$ cat config.mk
export PLATFORM = sky130hd
export DESIGN_NAME = block_raster
export DESIGN_NICKNAME = d
export VERILOG_FILES = /design/src/rtl/block_pkg.sv /design/src/rtl/block_offset_counter.sv /design/src/rtl/block_raster.sv
export SDC_FILE = /design/constraint.sdc
export NUM_CORES = 1
export LEC_CHECK = 0
export CAP_MARGIN = 20
export CORE_ASPECT_RATIO = 0.8
export CORE_MARGIN = 5
export CORE_UTILIZATION = 58
export DETAILED_ROUTE_END_ITERATION = 10
export PLACE_DENSITY = 0.94
export SYNTH_ARGS = -nofsm -noshare
export SYNTH_HDL_FRONTEND = slang
export SYNTH_SLANG_ARGS = --single-unit
$ cat constraint.sdc
create_clock -name clock -period 10.4 [get_ports clock]
set_input_delay 1.56 -clock clock [delete_from_list [all_inputs] [get_ports clock]]
set_output_delay 1.56 -clock clock [all_outputs]
set_load 0.02 [all_outputs]
$ cat src/rtl/block_pkg.sv
// Shared definitions for the block rasteriser: screen size defaults, palette
// constants and the controller state encoding.
package block_pkg;

  localparam int DEF_SCREEN_W = 160;
  localparam int DEF_SCREEN_H = 120;

  localparam logic [2:0] BLACK   = 3'b000;
  localparam logic [2:0] BLUE    = 3'b001;
  localparam logic [2:0] MAGENTA = 3'b101;
  localparam logic [2:0] WHITE   = 3'b111;

  typedef enum logic [1:0] {
    IDLE = 2'd0,
    DRAW = 2'd1,
    DONE = 2'd2
  } state_t;

endpackage

$ cat src/rtl/block_offset_counter.sv
// dx/dy raster counter for a square block: dx wraps at size-1 and carries into
// dy; exposes the next offsets and a flag for the final pixel.
module block_offset_counter
  import block_pkg::*;
(
  input  logic       clock,
  input  logic       reset,
  input  logic       i_clear,
  input  logic       i_advance,
  input  logic [3:0] i_size,
  output logic [3:0] o_dx_next,
  output logic [3:0] o_dy_next,
  output logic       o_last
);

  logic [3:0] r_dx;
  logic [3:0] r_dy;
  logic       w_wrap;

  assign w_wrap    = (r_dx == i_size - 4'd1);
  assign o_dx_next = w_wrap ? 4'd0 : r_dx + 4'd1;
  assign o_dy_next = w_wrap ? r_dy + 4'd1 : r_dy;
  assign o_last    = w_wrap && (r_dy == i_size - 4'd1);

  always_ff @(posedge clock) begin
    if (reset || i_clear) begin
      r_dx <= 4'd0;
      r_dy <= 4'd0;
    end else if (i_advance) begin
      r_dx <= o_dx_next;
      r_dy <= o_dy_next;
    end
  end

endmodule

$ cat src/rtl/block_raster.sv
// Rasterises one square block request into per-pixel VGA writes.
// Optional hollow-outline mode is enabled with the BLOCK_OUTLINE_EN macro.
module block_raster
  import block_pkg::*;
#(
  parameter int SCREEN_W = DEF_SCREEN_W,
  parameter int SCREEN_H = DEF_SCREEN_H
) (
  input  logic       clock,
  input  logic       reset,
  input  logic       start,
  input  logic [7:0] start_x,
  input  logic [6:0] start_y,
  input  logic [2:0] colour,
  input  logic [3:0] block_size,
`ifdef BLOCK_OUTLINE_EN
  input  logic       outline,
`endif
  output logic       ready,
  output logic [7:0] x,
  output logic [6:0] y,
  output logic [2:0] colour_out,
  output logic       plot,
  output logic       finished
);

  localparam logic [8:0] LIM_X = 9'(SCREEN_W);
  localparam logic [7:0] LIM_Y = 8'(SCREEN_H);

  state_t     r_state;
  logic [7:0] r_base_x;
  logic [6:0] r_base_y;
  logic [2:0] r_colour;
  logic [3:0] r_size;
  logic       r_ready;
  logic       r_plot;
  logic       r_finished;
  logic [7:0] r_x;
  logic [6:0] r_y;
  logic [2:0] r_colour_out;

  logic       w_accept;
  logic       w_advance;
  logic [3:0] w_dx_next;
  logic [3:0] w_dy_next;
  logic       w_last;
  logic [7:0] w_bx;
  logic [6:0] w_by;
  logic [3:0] w_dx;
  logic [3:0] w_dy;
  logic [2:0] w_col;
  logic [8:0] w_sum_x;
  logic [7:0] w_sum_y;
  logic       w_visible;
  logic       w_plot_next;

  assign w_accept  = (r_state == IDLE) && start;
  assign w_advance = (r_state == DRAW) && !w_last;

  block_offset_counter u_offset (
    .clock     (clock),
    .reset     (reset),
    .i_clear   (w_accept),
    .i_advance (w_advance),
    .i_size    (r_size),
    .o_dx_next (w_dx_next),
    .o_dy_next (w_dy_next),
    .o_last    (w_last)
  );

  // On accept the first pixel comes straight from the request inputs so it is
  // registered at the same edge the request is latched.
  assign w_bx  = w_accept ? start_x : r_base_x;
  assign w_by  = w_accept ? start_y : r_base_y;
  assign w_col = w_accept ? colour  : r_colour;
  assign w_dx  = w_accept ? 4'd0    : w_dx_next;
  assign w_dy  = w_accept ? 4'd0    : w_dy_next;

  assign w_sum_x   = {1'b0, w_bx} + {5'd0, w_dx};
  assign w_sum_y   = {1'b0, w_by} + {4'd0, w_dy};
  assign w_visible = (w_sum_x < LIM_X) && (w_sum_y < LIM_Y);

`ifdef BLOCK_OUTLINE_EN
  logic       r_outline;
  logic       w_ol;
  logic [3:0] w_sz;
  logic       w_rim;

  assign w_ol  = w_accept ? outline : r_outline;
  assign w_sz  = w_accept ? block_size : r_size;
  assign w_rim = (w_dx == 4'd0) || (w_dx == w_sz - 4'd1) ||
                 (w_dy == 4'd0) || (w_dy == w_sz - 4'd1);
  assign w_plot_next = w_visible && (!w_ol || w_rim);

  always_ff @(posedge clock) begin
    if (reset) r_outline <= 1'b0;
    else if (w_accept) r_outline <= outline;
  end
`else
  assign w_plot_next = w_visible;
`endif

  always_ff @(posedge clock) begin
    if (reset) begin
      r_state      <= IDLE;
      r_ready      <= 1'b1;
      r_plot       <= 1'b0;
      r_finished   <= 1'b0;
      r_x          <= 8'd0;
      r_y          <= 7'd0;
      r_colour_out <= 3'd0;
      r_base_x     <= 8'd0;
      r_base_y     <= 7'd0;
      r_colour     <= 3'd0;
      r_size       <= 4'd0;
    end else begin
      case (r_state)
        IDLE: begin
          r_plot     <= 1'b0;
          r_finished <= 1'b0;
          if (start) begin
            r_base_x <= start_x;
            r_base_y <= start_y;
            r_colour <= colour;
            r_size   <= block_size;
            r_ready  <= 1'b0;
            if (block_size == 4'd0) begin
              r_state    <= DONE;
              r_finished <= 1'b1;
            end else begin
              r_state      <= DRAW;
              r_x          <= w_sum_x[7:0];
              r_y          <= w_sum_y[6:0];
              r_colour_out <= w_col;
              r_plot       <= w_plot_next;
            end
          end
        end
        DRAW: begin
          if (w_last) begin
            r_state    <= DONE;
            r_plot     <= 1'b0;
            r_finished <= 1'b1;
          end else begin
            r_x          <= w_sum_x[7:0];
            r_y          <= w_sum_y[6:0];
            r_colour_out <= w_col;
            r_plot       <= w_plot_next;
          end
        end
        DONE: begin
          r_finished <= 1'b0;
          r_ready    <= 1'b1;
          r_state    <= IDLE;
        end
        default: r_state <= IDLE;
      endcase
    end
  end

  assign ready      = r_ready;
  assign x          = r_x;
  assign y          = r_y;
  assign colour_out = r_colour_out;
  assign plot       = r_plot;
  assign finished   = r_finished;

endmodule

==> results by group <==
Outcome
  • Outcome: finished, final reports clean

Routing
  • Vias per Instance: 5.72
  • Average routed wire per standard cell: 15.7 um
  • Iter 0 DRT Violations: 171
  • Residual DRC: 0
  • Antenna Nets Post-Route: 0
  • Final WL: 6770 um
  • First-pass iteration count of the detailed router: 4
  • Vias: 2466

Clocking
  • Clock-pin slew on the worst setup and hold paths: 0.09 ns
  • # Post-CTS Setup Buffers: 0
  • CTS tree: built
  • Clk_lat worst skew: 0.31 ns
  • CTS Sinks: 53
  • Hold Buf Count CTS: 0
  • Resized Gates After CTS: 0
  • CTS Buf Count: 5
  • Clk Tree Root Cell: clkbuf_8
  • H-tree depth: 2
  • Clock Tree Buf Depth: 2

Layout
  • Layout Cells excl Fill: 431
  • Layout cells sized above 1: 6.23%
  • Final net count: 410
  • Final Util: 70.8%
  • Area Overhead vs Synth: 20.1%
  • Antenna cells: 0

Timing
  • Pins Over Slew Limit: 0
  • Worst Max-Slew Pin Slew: 0.823 ns
  • Setup-failing EPs final: 0
  • Setup slack after layout: 5.93 ns
  • Worst-case clock skew: 0.00246 ns
  • Fmax: 224 MHz
  • RSZ-0062 raised after global routing: false
  • Max_slew headroom: 44.6%
  • Tmin final: 4.47 ns
  • Hold Fails Final Rpt: 0
  • Setup TNS: 0 ns
  • Tcrit/Tclk final: 43.0%

Logic synthesis
  • Syn. warnings: 0
  • Count leader, synth: dfxtp_1
  • Ys async rst share: 0%
  • Syn Nets: 370
  • Syn_area_per_cell: 8.89 um2
  • Post-synthesis mux area share: 8.71%
  • Synth cell types: 47
  • Adder-cell share of the synthesized area: 7.81%
  • Synth Flop Type: dfxtp_1
  • Synth top cells by count: dfxtp_1 (53), nor2_1 (46), nand2_1 (41), a21oi_1 (26), mux2i_1 (22)
  • Post-synth top area cell: dfxtp_1
  • Seq cells post-synth: 53
  • Post-synth EDFFs: 0
  • Syn Std Cell Area: 2920 um2
  • Post-synthesis compound-gate area fraction: 13.6%
  • Post-synthesis xor/xnor area fraction: 10.0%
  • Seq/Total Area, Yosys: 36.4%
  • Top-area cell type share of the netlist area: 36.4%
  • Synth Area in Simple Gates: 19.0%
  • Mapped Cells: 328
  • Main combinational cell family by area after synthesis: simple AND/OR/NAND/NOR gates
  • Ranking of synthesized cells by area: dfxtp_1 (36%), mux2i_1 (7.6%), ha_1 (6.4%), nor2_1 (5.9%), nand2_1 (5.3%)

Global routing
  • Pin count of the biggest net entering global routing: 43
  • Initial antenna violation count: 0
  • Total GRT Usage: 21.4%
  • First-pass GRT wire length: 11000 um
  • Grt total ovfl: 0
  • Number of global-route vias before repair: 2420

Worst setup path
  • Worst Path Arrival: 4.67 ns
  • Setup CP Type: primary input to flop
  • Crit end category: flop
  • Worst reg2reg path depth: 14
  • Worst EP required: 10.59 ns
  • Type of origin of the critical path: primary input
  • Crit-path max FO: 18

Placed design
  • GP Congestion: 0.895
  • Port-buffer cells: 45
  • Dpl hpwl: 5000 um
  • Pre-CTS setup slack: 5.66 ns
  • # placed instances: 423

Die
  • Initial Util: 58.9%
  • Die width: 89.3 um
  • Core box area: 4950 um2
  • Row cnt: 23
  • DIE HEIGHT: 73.4 um
  • Die area: 6560 um2
  • # IOs: 46

Worst hold path
  • Worst Hold Path Cells: 2
  • Min-delay worst type: flop to flop

Power and ir drop
  • Power density cells: 172 nW/um2
  • Leakage Power: 1.46 nW
  • Peak VDD IR: 0.130 mV

Run
  • Total of max-cap violations: 0
==> through the flow <==
| stage | total power [mW] | area, um2 | hold WS, ns |
|---|---|---|---|
| 6_report | 0.602 | 3500 | 0.471 |
| 5_1_grt | 0.632 | 3500 | 0.498 |
| 2_1_floorplan | 0.392 | 2920 | 0.436 |
| 4_1_cts | 0.601 | 3500 | 0.471 |
| 3_3_place_gp | 0.447 | 3380 | 0.451 |
| 3_5_place_dp | 0.456 | 3380 | 0.458 |
==> registers in the layout (all words and copies together), names as in the netlist, 2 cells and up <==
name           flops
colour_out         3
r_state            2
r_size             4
x                  8
r_colour           3
u_offset.r_dx      4
r_base_y           7
u_offset.r_dy      4
y                  7
r_base_x           8
==> power breakdown <==
part           internal, mW  switching (mW)  total, mW
combinational        0.0918           0.117      0.209
sequential            0.229          0.0159      0.245
clock                0.0783          0.0701      0.148
==> worst max-delay path, stage by stage <==
cell and delay [ns]:
clkdlybuf4s50_1 0.54, nand2_1 0.53, nand2_1 0.19, nor2_1 0.15, ha_1 0.19, inv_1 0.06, fa_1 0.39, nand2b_1 0.16
a21oi_1 0.31, nand3_1 0.18, xor2_1 0.17, mux2i_1 0.17, nor2_1 0.06
==> layout by cell type (no fill, tap or decap), types with 2 or more instances in the layout <==
cell	n
nor3_1	4
and2_1	3
inv_1	14
ha_1	15
fa_1	2
o21ai_0	5
buf_4	2
a21o_1	3
a311oi_1	2
mux2i_1	22
a211o_1	2
a211oi_1	8
or2_2	2
a21oi_1	26
clkbuf_8	6
nand2b_1	3
clkdlybuf4s50_1	45
nand3_2	2
dfxtp_1	53
xnor3_1	3
xor2_1	9
nand4_1	3
and3_1	2
nand2_1	41
mux2_2	3
xnor2_1	14
nor2_1	46
nand3_1	8
==> routing by layer <==
layer,routed length [um],vias up,track usage [%],share of wire [%]
met2,3250,75,35.3,48
met3,382,14,5.16,5.6
met1,3050,1166,28.7,45
li1,-,1211,-,-
met4,91,0,3.97,1.3
met5,0,-,0,0
==> cell families after synthesis <==
logic type | Yosys count
buffers and inverters | 28
xor gates and xnor gates | 27
adders and majority gates | 17
DFF | 53
and+or+nand+nor | 120
AOI/OAI and AO/OA | 58
muxes | 25
==> cell type report <==
| cell class | count | area [um2] |
|---|---|---|
| tap | 62 | 77.6 |
| clock buffer | 6 | 82.6 |
| sequential | 53 | 1060 |
| multi-input combinational | 247 | 1730 |
| timing repair buffer | 47 | 465 |
| inverter | 14 | 52.6 |
| clock inverter | 2 | 37.5 |
| fill | 357 | 1450 |
==> path summary, 6_finish.rpt <==
check | slack (ns) | to | startpoint
worst max register to register | 6.49 | plot | r_size[0]
worst min register to register | 0.47 | r_base_x[0] | r_base_x[0]
worst min-delay path | 0.47 | r_base_x[0] | r_base_x[0]
worst max-delay path | 5.93 | x[6] | start
(Power assumes the default switching activity.)
